===== config.mk =====
export PLATFORM = sky130hd
export DESIGN_NAME = w5300_bus_ctrl
export DESIGN_NICKNAME = d
export VERILOG_FILES = /design/src/rtl/w5300_bus_ctrl.sv
export SDC_FILE = /design/constraint.sdc
export NUM_CORES = 1
export LEC_CHECK = 0
export CAP_MARGIN = 20
export CELL_PAD_IN_SITES_DETAIL_PLACEMENT = 0
export CELL_PAD_IN_SITES_GLOBAL_PLACEMENT = 2
export CORE_MARGIN = 4
export CORE_UTILIZATION = 23
export CTS_CLUSTER_SIZE = 28
export DETAILED_ROUTE_END_ITERATION = 8
export GPL_ROUTABILITY_DRIVEN = 0
export GPL_TIMING_DRIVEN = 1
export PLACE_DENSITY = 0.84
export SLEW_MARGIN = 20
export SYNTH_ARGS = -nofsm -noshare
export SYNTH_HDL_FRONTEND = slang
export SYNTH_SLANG_ARGS = --single-unit

===== constraint.sdc =====
create_clock -name clk -period 1.7 [get_ports clk]
set_input_delay 0.34 -clock clk [delete_from_list [all_inputs] [get_ports clk]]
set_output_delay 0.34 -clock clk [all_outputs]
set_load 0.02 [all_outputs]

===== src/rtl/w5300_bus_ctrl.sv =====
// W5300 16-bit direct-mode host bus master: one request in, one timed CSn/RDn/WRn cycle out.
// Latency: accept-to-rspValid = SETUP_CYCLES + RD/WR_CYCLES + 1 clk; next accept IDLE_CYCLES + 1 later.
// Backpressure: reqReady is high only in IDLE; requests offered while busy are ignored, not queued.
// Optional feature: define W5300_ADDR_CHECK_EN to reject odd addresses without a bus cycle.
module w5300_bus_ctrl #(
  parameter int SETUP_CYCLES = 1,
  parameter int RD_CYCLES    = 7,
  parameter int WR_CYCLES    = 6,
  parameter int IDLE_CYCLES  = 3
) (
  input  logic        clk,
  input  logic        rst,
  input  logic        reqValid,
  output logic        reqReady,
  input  logic        reqOp,
  input  logic [9:0]  reqAddr,
  input  logic [15:0] reqWdata,
  output logic        rspValid,
  output logic [15:0] rspRdata,
  output logic        rspErr,
  output logic        busy,
  output logic [9:0]  w5300Addr,
  output logic [15:0] w5300DataOut,
  output logic        w5300DataOe,
  input  logic [15:0] w5300DataIn,
  output logic        w5300CsN,
  output logic        w5300RdN,
  output logic        w5300WrN
);

  localparam int MAX_AB = (SETUP_CYCLES > RD_CYCLES) ? SETUP_CYCLES : RD_CYCLES;
  localparam int MAX_CD = (WR_CYCLES > IDLE_CYCLES) ? WR_CYCLES : IDLE_CYCLES;
  localparam int MAX_CY = (MAX_AB > MAX_CD) ? MAX_AB : MAX_CD;
  localparam int CNT_W  = (MAX_CY < 1) ? 1 : $clog2(MAX_CY + 1);

  localparam logic [CNT_W-1:0] SETUP_LD = CNT_W'(SETUP_CYCLES - 1);
  localparam logic [CNT_W-1:0] RD_LD    = CNT_W'(RD_CYCLES - 1);
  localparam logic [CNT_W-1:0] WR_LD    = CNT_W'(WR_CYCLES - 1);
  localparam logic [CNT_W-1:0] IDLE_LD  = CNT_W'(IDLE_CYCLES - 1);

  localparam logic OP_RD = 1'b1;

  // Every phase must last at least one clock, otherwise the counter underflows.
  if (SETUP_CYCLES < 1 || RD_CYCLES < 1 || WR_CYCLES < 1 || IDLE_CYCLES < 1) begin : g_param_err
    $error("w5300_bus_ctrl: SETUP/RD/WR/IDLE_CYCLES must all be >= 1");
  end

  typedef enum logic [2:0] {
    ST_IDLE,
    ST_SETUP,
    ST_STROBE,
    ST_HOLD,
    ST_RECOVER
  } state_t;

  state_t            state_q, state_d;
  logic [CNT_W-1:0]  cnt_q, cnt_d;
  logic              op_q, op_d;
  logic              err_q, err_d;
  logic [9:0]        addr_q, addr_d;
  logic [15:0]       wdata_q, wdata_d;
  logic              cs_n_q, cs_n_d;
  logic              rd_n_q, rd_n_d;
  logic              wr_n_q, wr_n_d;
  logic              oe_q, oe_d;
  logic              req_ready_q, req_ready_d;
  logic              busy_q, busy_d;
  logic              rsp_valid_q, rsp_valid_d;
  logic              rsp_err_q, rsp_err_d;
  logic [15:0]       rsp_rdata_q, rsp_rdata_d;
  logic              accept;
  logic              bus_active;
  logic              cnt_zero;

  // Next-state, counter and latched-request logic; outputs are derived from the next state
  // so that every pin comes straight from a flop.
  always_comb begin
    state_d     = state_q;
    cnt_d       = cnt_q;
    op_d        = op_q;
    err_d       = err_q;
    addr_d      = addr_q;
    wdata_d     = wdata_q;
    rsp_rdata_d = rsp_rdata_q;
    accept      = (state_q == ST_IDLE) && req_ready_q && reqValid;
    cnt_zero    = (cnt_q == '0);

    case (state_q)
      ST_IDLE: begin
        if (accept) begin
          op_d    = reqOp;
          addr_d  = reqAddr;
          wdata_d = reqWdata;
`ifdef W5300_ADDR_CHECK_EN
          err_d   = reqAddr[0];
`else
          err_d   = 1'b0;
`endif
          if (err_d) begin
            state_d     = ST_HOLD;
            rsp_rdata_d = '0;
          end else begin
            state_d = ST_SETUP;
            cnt_d   = SETUP_LD;
          end
        end
      end
      ST_SETUP: begin
        if (cnt_zero) begin
          state_d = ST_STROBE;
          cnt_d   = (op_q == OP_RD) ? RD_LD : WR_LD;
        end else begin
          cnt_d = cnt_q - CNT_W'(1);
        end
      end
      ST_STROBE: begin
        if (cnt_zero) begin
          state_d     = ST_HOLD;
          // Read data is sampled on the edge that ends the strobe, while RDn is still low.
          rsp_rdata_d = (op_q == OP_RD) ? w5300DataIn : 16'h0000;
        end else begin
          cnt_d = cnt_q - CNT_W'(1);
        end
      end
      ST_HOLD: begin
        state_d = ST_RECOVER;
        cnt_d   = IDLE_LD;
      end
      ST_RECOVER: begin
        if (cnt_zero) begin
          state_d = ST_IDLE;
        end else begin
          cnt_d = cnt_q - CNT_W'(1);
        end
      end
      default: begin
        state_d = ST_IDLE;
      end
    endcase

    // A rejected access passes through HOLD with the chip never selected.
    bus_active  = ((state_d == ST_SETUP) || (state_d == ST_STROBE) || (state_d == ST_HOLD)) && !err_d;
    cs_n_d      = !bus_active;
    rd_n_d      = !((state_d == ST_STROBE) && (op_d == OP_RD));
    wr_n_d      = !((state_d == ST_STROBE) && (op_d != OP_RD));
    oe_d        = bus_active && (op_d != OP_RD);
    req_ready_d = (state_d == ST_IDLE);
    busy_d      = (state_d != ST_IDLE);
    rsp_valid_d = (state_d == ST_HOLD);
    rsp_err_d   = (state_d == ST_HOLD) && err_d;
  end

  // State and output registers; reset releases the bus immediately.
  always_ff @(posedge clk or posedge rst) begin
    if (rst) begin
      state_q     <= ST_IDLE;
      cnt_q       <= '0;
      op_q        <= 1'b0;
      err_q       <= 1'b0;
      addr_q      <= '0;
      wdata_q     <= '0;
      cs_n_q      <= 1'b1;
      rd_n_q      <= 1'b1;
      wr_n_q      <= 1'b1;
      oe_q        <= 1'b0;
      req_ready_q <= 1'b0;
      busy_q      <= 1'b0;
      rsp_valid_q <= 1'b0;
      rsp_err_q   <= 1'b0;
      rsp_rdata_q <= '0;
    end else begin
      state_q     <= state_d;
      cnt_q       <= cnt_d;
      op_q        <= op_d;
      err_q       <= err_d;
      addr_q      <= addr_d;
      wdata_q     <= wdata_d;
      cs_n_q      <= cs_n_d;
      rd_n_q      <= rd_n_d;
      wr_n_q      <= wr_n_d;
      oe_q        <= oe_d;
      req_ready_q <= req_ready_d;
      busy_q      <= busy_d;
      rsp_valid_q <= rsp_valid_d;
      rsp_err_q   <= rsp_err_d;
      rsp_rdata_q <= rsp_rdata_d;
    end
  end

  assign reqReady     = req_ready_q;
  assign rspValid     = rsp_valid_q;
  assign rspRdata     = rsp_rdata_q;
  assign rspErr       = rsp_err_q;
  assign busy         = busy_q;
  assign w5300Addr    = addr_q;
  assign w5300DataOut = wdata_q;
  assign w5300DataOe  = oe_q;
  assign w5300CsN     = cs_n_q;
  assign w5300RdN     = rd_n_q;
  assign w5300WrN     = wr_n_q;

endmodule


==> Implementation_results.wiki, run 1 <==
{| class="wikitable"
! Metric !! Value
|-
| Largest area contributor in the synthesized netlist || dfrtp_1
|-
| Share of final-layout standard cells stronger than drive strength 1 || 0.128
|-
| Clock period minus worst slack || around 1600 ps
|-
| Number of I/O pins || 96
|-
| Crit path buffers/inverters || 1
|-
| Number of buffers inserted by post-CTS setup repair || 0
|-
| Core ar. || 10500 sq um
|-
| Transition time at the pin with the least slew margin || roughly 320 ps
|-
| CTS H-Tree Depth || 3
|-
| Setup CP Type || register to primary output
|-
| Standard-cell row count || 37
|-
| Global-route wire length before repair || roughly 11000 microns
|-
| #FFs+latches synth || 58
|-
| Cell Area, Synth || about 2500 sq um
|-
| Yosys top cell area share || 0.549
|-
| HPWL Detailed || between 4000 and 5000 microns
|-
| Critical path, cell by cell || clkdlybuf4s50_1
|-
| Clock net sink count || between 50 and 60
|-
| Die Area || ~13000 sq um
|-
| Aggregate global-route resource usage || 0.105
|-
| Total Nets Final || 411
|-
| Initial Utilization || 0.240
|-
| RSZ-0062 raised after global routing || no
|-
| Height of the die || 112 microns
|-
| Slowest cell on the critical path || clkdlybuf4s50_1
|-
| GRT met3 Usage || 0.0394
|-
| Vias after detailed routing || between 2000 and 2500
|-
| Tightest hold margin || approximately 450 ps
|-
| Yosys cell types || 35
|-
| Per-cell routed wire length || 12.9 microns
|-
| Number of fill cells || approximately 1100
|-
| Setup clock skew after layout || ~5.6 ps
|-
| Top delay family on crit path || buffers and inverters
|-
| Final Hold Vio Count || 0
|-
| Routed vias/inst || about 4.2
|-
| Clock buffer count from CTS || 9
|-
| Number of global-route vias before repair || roughly 2100
|-
| Mapped Cells || approximately 260
|-
| Warnings from Yosys || 0
|-
| Detailed-route DRC error count || 0
|-
| Worst reg-to-reg setup slack || between 100 and 150 ps
|-
| Area taken by flip-flops and latches || between 1000 and 1500 sq um
|-
| Top fanout value on the critical path || 2
|-
| Hold_buf cts || 0
|-
| Areal power density over the cells || about 1900 nW/um^2
|-
| Startpoint kind of the worst setup timing path || register
|-
| Initial antenna violation count || 0
|-
| Total negative slack for setup checks || 0 ps
|-
| Post-synth ARST share || 1.00
|-
| Buffer levels on the longest clock path || 2
|-
| Busiest metal layer after global routing || met2
|-
| Count of input and output buffers || 95
|-
| GR Util met2 || 0.164
|-
| Number of enable flip-flop cells after synthesis || 0
|-
| Count of final setup violators || 0
|-
| HP Class || primary input to async pin
|-
| Synthesized netlist net count || 310
|-
| Remaining max-slew budget at the tightest pin || 0.783
|-
| Combined area of the multi-input logic cells || about 930 sq um
|-
| Worst-skew pair later-pin latency || 340 ps
|-
| Layout Area Growth over Synthesis || 54.1%
|-
| Worst stage delay on the critical path || 610 ps
|-
| LEAKAGE || 1.91 nW
|-
| Detail Route Antenna Nets || 0
|-
| Fin worst setup slack || ~60 ps
|-
| Max Freq || ~610 MHz
|-
| Global routing usage on met1 || 0.127
|-
| Data required, critical path || about 1400 ps
|-
| Pre-CTS setup slack || approximately 4 ps
|-
| Die width || approximately 110 microns
|-
| Status || completed
|-
| Global route total overflow || 0
|-
| Clock transition at the registers of the reported paths || approximately 60 ps
|-
| Pin count of the biggest net entering global routing || 59
|-
| Most used flip-flop cell after synthesis || dfrtp_1
|-
| CTS tree || built
|-
| Crit path capture type || primary output
|-
| Cells taking the most area after synthesis || dfrtp_1, nand2_1, o21ai_2
|-
| Final slew viol count || 0
|-
| Total routed wirelength || 6520 microns
|-
| Number of optimization iterations in the first detailed-route pass || 4
|-
| Root cell of the clock tree || clkbuf_8
|-
| Worst reg2reg path depth || 7
|-
| Destination of the worst register-to-register timing path || rspErr$_DFF_PP0_
|-
| Critical register-to-register path startpoint || cnt_q[1]$_DFFE_PP0P_
|-
| Iter 0 DRT Violations || 133
|-
| Average size of a mapped cell || ~9.6 sq um
|-
| Max cap viols || 0
|-
| Diode insertion count for antenna repair || 0
|-
| Arrival time worst endpoint || approximately 1300 ps
|-
| Maximum vdd drop || between 500 and 600 uV
|-
| Period utilisation layout || 0.966
|-
| Share of the yosys chip area belonging to registers || 0.580
|}
[kinds of logic (layout without fill, tap and decap cells)]
group	after synthesis	in the layout	synth area share
AND/OR/NAND/NOR	143	143	0.241
flip-flops	58	58	0.580
AO/OA/AOI/OAI	35	35	0.101
buffers and inverters	21	127	0.0549
adder cells (fa/ha/maj)	2	2	0.00998
XOR/XNOR	2	2	0.00699
multiplexers	1	1	0.00599
[routing by layer]
| layer | share of wire | wire length (microns) |
|---|---|---|
| met5 | 0 | 0 |
| met4 | 0.016 | 105 |
| met3 | 0.083 | 542 |
| met2 | 0.45 | 2960 |
| met1 | 0.45 | 2910 |
[synth_stat cells (2+ instances only)]
| library cell | count |
|---|---|
| a21oi_1 | 8 |
| and2_1 | 2 |
| buf_2 | 5 |
| buf_4 | 2 |
| buf_6 | 6 |
| clkbuf_1 | 2 |
| dfrtp_1 | 55 |
| dfstp_2 | 3 |
| ha_1 | 2 |
| inv_1 | 6 |
| nand2_1 | 115 |
| nand2b_1 | 5 |
| nand3_1 | 4 |
| nor2_1 | 6 |
| nor2b_1 | 3 |
| nor4_1 | 2 |
| o21ai_0 | 3 |
| o21ai_1 | 2 |
| o21ai_2 | 14 |
| xor2_1 | 2 |
[cells in the final DEF, fill, tap and decap left out, types with 2 or more instances in the layout]
master and count:
o21ai_1 2, clkbuf_8 11, clkbuf_1 3, o21ai_0 3
nor2b_1 3, nand3_1 4, dlymetal6s2s_1 12, o21ai_2 14
clkdlybuf4s50_1 79, buf_4 7, a21oi_1 8, dfstp_2 3
nor2_1 6, xor2_1 2, nand2_1 115, buf_12 3
nor4_1 2, and2_1 2, nand2b_1 5, dfrtp_1 55
inv_1 4, dlygate4sd2_1 4
[registers in the layout, summed over array words and instances, names as in the netlist]
signal	cells
w5300RdN	1
rspValid	1
err_q	1
rspErr	1
state_q	3
cnt_q	3
busy	1
w5300Addr	10
w5300DataOe	1
w5300DataOut	16
op_q	1
reqReady	1
rspRdata	16
w5300CsN	1
w5300WrN	1
[power breakdown]
group | leakage [nW] | internal [mW] | switching (mW) | total [mW]
Combinational | 1.07 | 1.66 | 1.98 | 3.64
Clock | 0.101 | 0.757 | 0.540 | 1.30
Sequential | 0.739 | 2.01 | 0.349 | 2.36
Total | 1.91 | 4.43 | 2.87 | 7.30
[layout make-up]
class	count	area share
clock inverters	2	0.00906
clock buffers	14	0.0421
inverters	6	0.00680
flip-flops and latches	58	0.376
multi-input cells	183	0.240
repair buffers	105	0.282
well taps	136	0.0440
[what timing repair did]
action                                 CTS  global route
endpoints found under the hold margin    0             0
gates resized for setup                  4            15
pin swaps                                0             0
cloned                                   0             0
setup endpoints to repair                4            31
[metrics by stage]
step	utilization	cell area (sq um)	total power [mW]	cells
final	0.369	3860	7.30	504
after global placement	0.347	3630	6.06	488
after floorplan	-	2510	4.48	262
after global routing	0.369	3860	7.85	504
after CTS	0.365	3820	7.43	504
after detailed placement	0.347	3630	6.11	488
[worst max-delay path by stage]
stage / depth (start not counted) / slack (ps) / to / start
floorplan: 8 / 70 / rspRdata[10]$_DFFE_PP0P_ / cnt_q[0]$_DFFE_PP0P_
finish: 1 / 60 / w5300DataOut[12] / w5300DataOut[12]$_DFFE_PP0P_
CTS: 1 / 9 / w5300DataOut[6] / w5300DataOut[6]$_DFFE_PP0P_
global placement: 5 / 10 / cnt_q[0]$_DFFE_PP0P_ / reqValid
global route: 1 / 0.2 / rspRdata[3] / rspRdata[3]$_DFFE_PP0P_
detailed placement: 5 / 4 / cnt_q[0]$_DFFE_PP0P_ / reqValid
(Power assumes the default switching activity.)
==> run 2, diff against run 1 <==
--- a/config.mk
+++ b/config.mk
@@ -8,6 +8,7 @@
 export CAP_MARGIN = 20
 export CELL_PAD_IN_SITES_DETAIL_PLACEMENT = 0
 export CELL_PAD_IN_SITES_GLOBAL_PLACEMENT = 2
+export CORE_ASPECT_RATIO = 1.75
 export CORE_MARGIN = 4
 export CORE_UTILIZATION = 23
 export CTS_CLUSTER_SIZE = 28
==> Implementation_results.wiki, run 2 (synthesized netlist as in run 1, its figures left out) <==
{| class="wikitable"
! Metric !! Value
|-
| Data required, critical path || 1360 ps (about the same)
|-
| Global-route wire length before repair || 10900 microns (+3.7%)
|-
| Initial antenna violation count || 0 (unchanged)
|-
| Areal power density over the cells || 2000 nW/um^2 (+5.9%)
|-
| Startpoint kind of the worst setup timing path || register
|-
| Sw frac || 0.373 (-0.0196)
|-
| Hold_buf cts || 0 (unchanged)
|-
| Setup clock skew after layout || 5.76 ps (+0.199 ps)
|-
| Buffer levels on the longest clock path || 2 (unchanged)
|-
| Detail Route Antenna Nets || 0 (unchanged)
|-
| Critical register-to-register path startpoint || cnt_q[1]$_DFFE_PP0P_
|-
| Destination of the worst register-to-register timing path || rspRdata[13]$_DFFE_PP0P_
|-
| Sequential power share || 0.305 (-0.018)
|-
| Pin count of the biggest net entering global routing || 59 (unchanged)
|-
| Max cap viols || 0 (unchanged)
|-
| Pint || 4.93 mW (+11%)
|-
| Layout Area Growth over Synthesis || 56.9%
|-
| Tightest hold margin || 451 ps (+4.91 ps)
|-
| Total Nets Final || 413 (+0.49%)
|-
| Period utilisation layout || 0.962 (-0.00320)
|-
| Die Area || 12700 sq um (+0.52%)
|-
| Clock net sink count || 58 (unchanged)
|-
| Diode insertion count for antenna repair || 0 (unchanged)
|-
| Share of final-layout standard cells stronger than drive strength 1 || 0.132 (+0.00472)
|-
| Number of optimization iterations in the first detailed-route pass || 4 (unchanged)
|-
| Top fanout value on the critical path || 2 (unchanged)
|-
| Vias after detailed routing || 2124 (+1.5%)
|-
| Crit path buffers/inverters || 1 (unchanged)
|-
| Crit path capture type || primary output
|-
| Setup CP Type || register to primary output
|-
| Worst-skew pair later-pin latency || 320 ps (-20 ps)
|-
| Iter 0 DRT Violations || 43 (-68%)
|-
| Arrival time worst endpoint || 1300 ps (about the same)
|-
| Transition time at the pin with the least slew margin || 385 ps (+60.4 ps)
|-
| Routed vias/inst || 4.25 (+2.3%)
|-
| LEAKAGE || 1.81 nW (-5.4%)
|-
| Per-cell routed wire length || 13.3 microns (+3.0%)
|-
| Most common cell after layout, fill and taps aside || nand2_1
|-
| Final slew viol count || 0 (unchanged)
|-
| Height of the die || 146 microns (+30%)
|-
| Aggregate global-route resource usage || 0.111 (+0.00557)
|-
| Number of global-route vias before repair || 2204 (+3.4%)
|-
| Count of final setup violators || 0 (unchanged)
|-
| CTS H-Tree Depth || 3 (unchanged)
|-
| Count of input and output buffers || 95 (unchanged)
|-
| Clock transition at the registers of the reported paths || 50 ps (about the same)
|-
| Die width || 86.9 microns (-23%)
|-
| Clock period minus worst slack || 1640 ps (-5.45 ps)
|-
| Critical path, cell by cell || clkdlybuf4s50_1
|-
| HPWL Detailed || 4870 microns (+7.5%)
|-
| RSZ-0062 raised after global routing || no
|-
| Worst reg-to-reg setup slack || 100 ps (-20 ps)
|-
| Worst reg2reg path depth || 7 (unchanged)
|-
| Switching power of the nets || 2.94 mW (+2.4%)
|-
| Total negative slack for setup checks || 0 ps (unchanged)
|-
| Combinational share of power || 0.469 (-0.030)
|-
| Commonest cells after routing, fill and taps aside || nand2_1, clkdlybuf4s50_1, dfrtp_1
|-
| Number of I/O pins || 96 (unchanged)
|-
| Remaining max-slew budget at the tightest pin || 0.743 (-0.0403)
|-
| Max Freq || 611 MHz (+0.33%)
|-
| Clock buffer count from CTS || 9 (unchanged)
|-
| Initial Utilization || 0.234 (-0.00527)
|-
| Global route total overflow || 0 (unchanged)
|-
| Slowest cell on the critical path || clkdlybuf4s50_1
|-
| HP Class || primary input to async pin
|-
| Maximum vdd drop || 928 uV (+60%)
|-
| Core ar. || 10700 sq um (+2.2%)
|-
| CTS tree || built
|-
| Status || completed
|-
| Detailed-route DRC error count || 0 (unchanged)
|-
| Final Hold Vio Count || 0 (unchanged)
|-
| Top delay family on crit path || buffers and inverters
|-
| Clock Power Share || 0.226 (+0.048)
|-
| Worst stage delay on the critical path || 630 ps (+20 ps)
|-
| Total routed wirelength || 6660 microns (+2.2%)
|-
| Root cell of the clock tree || clkbuf_16
|-
| Standard-cell row count || 50 (+35%)
|}
[run 2: cell count changes in the layout (fill, tap and decap cells not counted)]
cell,before,now
clkdlybuf4s50_1,79,91
dlymetal6s2s_1,12,0
clkbuf_16,0,9
clkbuf_8,11,2
buf_4,7,9
buf_12,3,2
buf_6,0,1
[run 2: worst max path at each step]
stage,depth (start not counted),slack (ps),endpoint,startpoint
3_5_place_dp,5,20,cnt_q[0]$_DFFE_PP0P_,reqValid
2_1_floorplan,8,70,rspRdata[10]$_DFFE_PP0P_,cnt_q[0]$_DFFE_PP0P_
6_report,1,60,w5300DataOut[10],w5300DataOut[10]$_DFFE_PP0P_
5_1_grt,7,10,rspRdata[13]$_DFFE_PP0P_,cnt_q[1]$_DFFE_PP0P_
4_1_cts,7,20,rspRdata[13]$_DFFE_PP0P_,cnt_q[0]$_DFFE_PP0P_
3_3_place_gp,5,20,cnt_q[0]$_DFFE_PP0P_,reqValid
[run 2: metrics by stage]
step / cells / power, mW / util / setup WS (ps) / cell area [sq um]
5_1_grt: 500 / 8.47 / 0.368 / 13.3 / 3940
2_1_floorplan: 262 / 4.48 / - / 68.8 / 2510
4_1_cts: 500 / 7.97 / 0.366 / 20.2 / 3920
3_5_place_dp: 484 / 6.15 / 0.339 / 19.8 / 3620
6_report: 500 / 7.87 / 0.368 / 64.0 / 3940
3_3_place_gp: 484 / 6.08 / 0.339 / 18.0 / 3620
[run 2: routing by layer]
layer  GRT usage  share of wire  vias to the layer above
met5           0              0                        -
met4      0.0445          0.020                        0
met3      0.0378          0.065                       12
met2       0.182           0.53                       64
met1       0.130           0.39                     1004
li1            -              -                     1044
[run 2: cell type report]
type,count,area (sq um)
tap,130,163
clock buffer,14,264
timing repair buffer,107,1060
inverter,6,26.3
fill,1096,6760
sequential,58,1460
clock inverter,2,35.0
multi-input combinational,183,927
[run 2: repair_timing]
action | 4_1_cts | 5_1_grt
setup endpoints to repair | 4 | 25
gates resized for setup | 4 | 4
buffers inserted | 0 | 0
cloned | 0 | 0
[run 2: power groups by stage]
stage / Sequential [mW] / Combinational, mW / Clock [mW]
3_3_place_gp: 2.41 / 3.68 / 0
6_report: 2.40 / 3.69 / 1.78
2_1_floorplan: 3.00 / 1.48 / 0
5_1_grt: 2.49 / 4.06 / 1.92
4_1_cts: 2.41 / 3.72 / 1.84
3_5_place_dp: 2.41 / 3.74 / 0
[run 2: worst register-to-register path, delay by kind of cell, from the launching register on]
kind | cells | cell delay, ps
buf+inv | 2 | 320
simple gates | 3 | 540
flops | 1 | 370
fa+ha+maj | 1 | 180
compound gates | 1 | 70
==> run 3, diff against run 2 <==
--- a/config.mk
+++ b/config.mk
@@ -9,13 +9,14 @@
 export CELL_PAD_IN_SITES_DETAIL_PLACEMENT = 0
 export CELL_PAD_IN_SITES_GLOBAL_PLACEMENT = 2
 export CORE_ASPECT_RATIO = 1.75
-export CORE_MARGIN = 4
+export CORE_MARGIN = 2
 export CORE_UTILIZATION = 23
 export CTS_CLUSTER_SIZE = 28
 export DETAILED_ROUTE_END_ITERATION = 8
 export GPL_ROUTABILITY_DRIVEN = 0
 export GPL_TIMING_DRIVEN = 1
 export PLACE_DENSITY = 0.84
+export RECOVER_POWER = 50
 export SLEW_MARGIN = 20
 export SYNTH_ARGS = -nofsm -noshare
 export SYNTH_HDL_FRONTEND = slang
==> Implementation_results.wiki, run 3 (synthesized netlist as in run 1, its figures left out) <==
{| class="wikitable"
! Metric !! Value
|-
| Data required, critical path || 1360 ps (about the same)
|-
| Aggregate global-route resource usage || 0.113 (+0.00186)
|-
| Overall power of the completed layout || 7.90 mW (+0.35%)
|-
| Pre-CTS setup slack || -45.5 ps (-65.3 ps)
|-
| Hold_buf cts || 0 (unchanged)
|-
| Max cap viols || 0 (unchanged)
|-
| Remaining max-slew budget at the tightest pin || 0.469 (-0.274)
|-
| Most common cell after layout, fill and taps aside || nand2_1
|-
| Placed cells || 484 (unchanged)
|-
| Detailed-route DRC error count || 0 (unchanged)
|-
| Count of final setup violators || 0 (unchanged)
|-
| Arrival time worst endpoint || 1330 ps (+30 ps)
|-
| Non-filler instance count after layout || 500 (unchanged)
|-
| Setup clock skew after layout || 10.4 ps (+4.64 ps)
|-
| Iter 0 DRT Violations || 93 (+120%)
|-
| Clock period minus worst slack || 1670 ps (+29.6 ps)
|-
| Status || completed
|-
| RSZ-0062 raised after global routing || no
|-
| Total Nets Final || 413 (unchanged)
|-
| Total negative slack for setup checks || 0 ps (unchanged)
|-
| Clock buffer count from CTS || 9 (unchanged)
|-
| Total routed wirelength || 6420 microns (-3.6%)
|-
| CTS tree || built
|-
| Clock net sink count || 58 (unchanged)
|-
| Global-route wire length before repair || 10500 microns (-3.7%)
|-
| Initial antenna violation count || 0 (unchanged)
|-
| Critical path, cell by cell || clkdlybuf4s50_1
|-
| Crit path buffers/inverters || 1 (unchanged)
|-
| Global route total overflow || 0 (unchanged)
|-
| Crit path capture type || primary output
|-
| Final Hold Vio Count || 0 (unchanged)
|-
| HPWL Detailed || 4640 microns (-4.8%)
|-
| Top fanout value on the critical path || 2 (unchanged)
|-
| Share of final-layout standard cells stronger than drive strength 1 || 0.141 (+0.00811)
|-
| Die Area || 11800 sq um (-7.2%)
|-
| Slowest cell on the critical path || clkdlybuf4s50_1
|-
| Max Freq || 600 MHz (-1.8%)
|-
| Diode insertion count for antenna repair || 0 (unchanged)
|-
| Detail Route Antenna Nets || 0 (unchanged)
|-
| Area taken by flip-flops and latches || 1460 sq um (unchanged)
|-
| Worst reg2reg path depth || 7 (unchanged)
|-
| Cell depth of the worst hold path || 2
|-
| Number of I/O pins || 96 (unchanged)
|-
| Buffer levels on the longest clock path || 2 (unchanged)
|-
| Clock transition at the registers of the reported paths || 60 ps (about the same)
|-
| Final slew viol count || 0 (unchanged)
|-
| Fin worst setup slack || 34.4 ps (-29.6 ps)
|-
| Critical path depth || 1 (unchanged)
|-
| Number of global-route vias before repair || 2080 (-5.6%)
|-
| LEAKAGE || 1.80 nW (-0.38%)
|-
| Combined area of the multi-input logic cells || 926 sq um (-0.13%)
|-
| Vias after detailed routing || 2116 (-0.38%)
|-
| Period utilisation layout || 0.980 (+0.0174)
|-
| Standard-cell row count || 50 (unchanged)
|-
| Worst stage delay on the critical path || 640 ps (about the same)
|-
| Top delay family on crit path || buffers and inverters
|-
| Die width || 82.9 microns (-4.6%)
|-
| Height of the die || 142 microns (-2.7%)
|-
| Maximum vdd drop || 829 uV (-11%)
|-
| Setup CP Type || register to primary output
|-
| Areal power density over the cells || 2010 nW/um^2 (+0.67%)
|-
| Layout Area Growth over Synthesis || 56.4%
|-
| Count of input and output buffers || 95 (unchanged)
|-
| Core ar. || 10600 sq um (-0.59%)
|-
| Per-cell routed wire length || 12.8 microns (-3.6%)
|-
| Number of optimization iterations in the first detailed-route pass || 4 (unchanged)
|-
| Startpoint kind of the worst setup timing path || register
|-
| Worst-skew pair later-pin latency || 330 ps (about the same)
|-
| HP Class || register to register
|-
| CTS H-Tree Depth || 3 (unchanged)
|-
| Commonest cells after routing, fill and taps aside || nand2_1, clkdlybuf4s50_1, dfrtp_1
|-
| Routed vias/inst || 4.23 (-0.38%)
|-
| Number of fill cells || 1090 (-0.55%)
|-
| Pin count of the biggest net entering global routing || 59 (unchanged)
|-
| Initial Utilization || 0.236 (+0.00138)
|-
| Root cell of the clock tree || clkbuf_16
|-
| Transition time at the pin with the least slew margin || 797 ps (+412 ps)
|}
[run 3: cell types whose count changed in the layout (fill, tap and decap cells not counted), sizes merged]
cell and delta:
clkinvlp +2, bufinv +1, clkbuf +1, clkdlybuf4s50 -2, clkinv +2, buf -5
dlygate4sd3 +1
[run 3: path summary, 6_finish.rpt]
| path | startpoint | endpoint | slack (ps) |
|---|---|---|---|
| max in group asynchronous | rst | rspRdata[14]$_DFFE_PP0P_ | 400 |
| worst max-delay path | w5300DataOut[13]$_DFFE_PP0P_ | w5300DataOut[13] | 30 |
| worst min register to register | w5300Addr[0]$_DFFE_PP0P_ | w5300Addr[0]$_DFFE_PP0P_ | 470 |
| worst min-delay path | w5300Addr[0]$_DFFE_PP0P_ | w5300Addr[0]$_DFFE_PP0P_ | 470 |
| min in group asynchronous | rst | w5300DataOut[11]$_DFFE_PP0P_ | 780 |
| worst max register to register | cnt_q[0]$_DFFE_PP0P_ | rspRdata[10]$_DFFE_PP0P_ | 80 |
[run 3: final cells by class]
type	count	share of cell area
Sequential cell	58	0.371
Timing Repair Buffer	107	0.263
Multi-Input combinational cell	183	0.236
Clock buffer	9	0.0574
Tap cell	130	0.0415
Clock inverter	7	0.0239
Inverter	6	0.00670
[run 3: repair_timing]
item / CTS / global route
buffers inserted: 0 / 0
endpoints found under the setup margin: 7 / 21
resized for setup: 5 / 5
[run 3: layer usage]
layer,share of wire,vias to the layer above,GRT usage
li1,-,1047,-
met1,0.41,983,0.135
met2,0.52,74,0.184
met3,0.051,12,0.0319
met4,0.019,0,0.0569
met5,0,-,0
[run 3: metrics by stage]
stage	hold slack, ps	utilization	instance area [sq um]
floorplan	432	-	2510
global placement	458	0.341	3620
detailed placement	461	0.341	3620
CTS	458	0.371	3940
global route	503	0.369	3920
finish	471	0.369	3920
[run 3: report_power, final]
part	switching, mW	internal, mW	total (mW)
combinational	1.96	1.64	3.60
sequential	0.369	2.02	2.38
clock	0.638	1.28	1.92
total	2.97	4.93	7.90
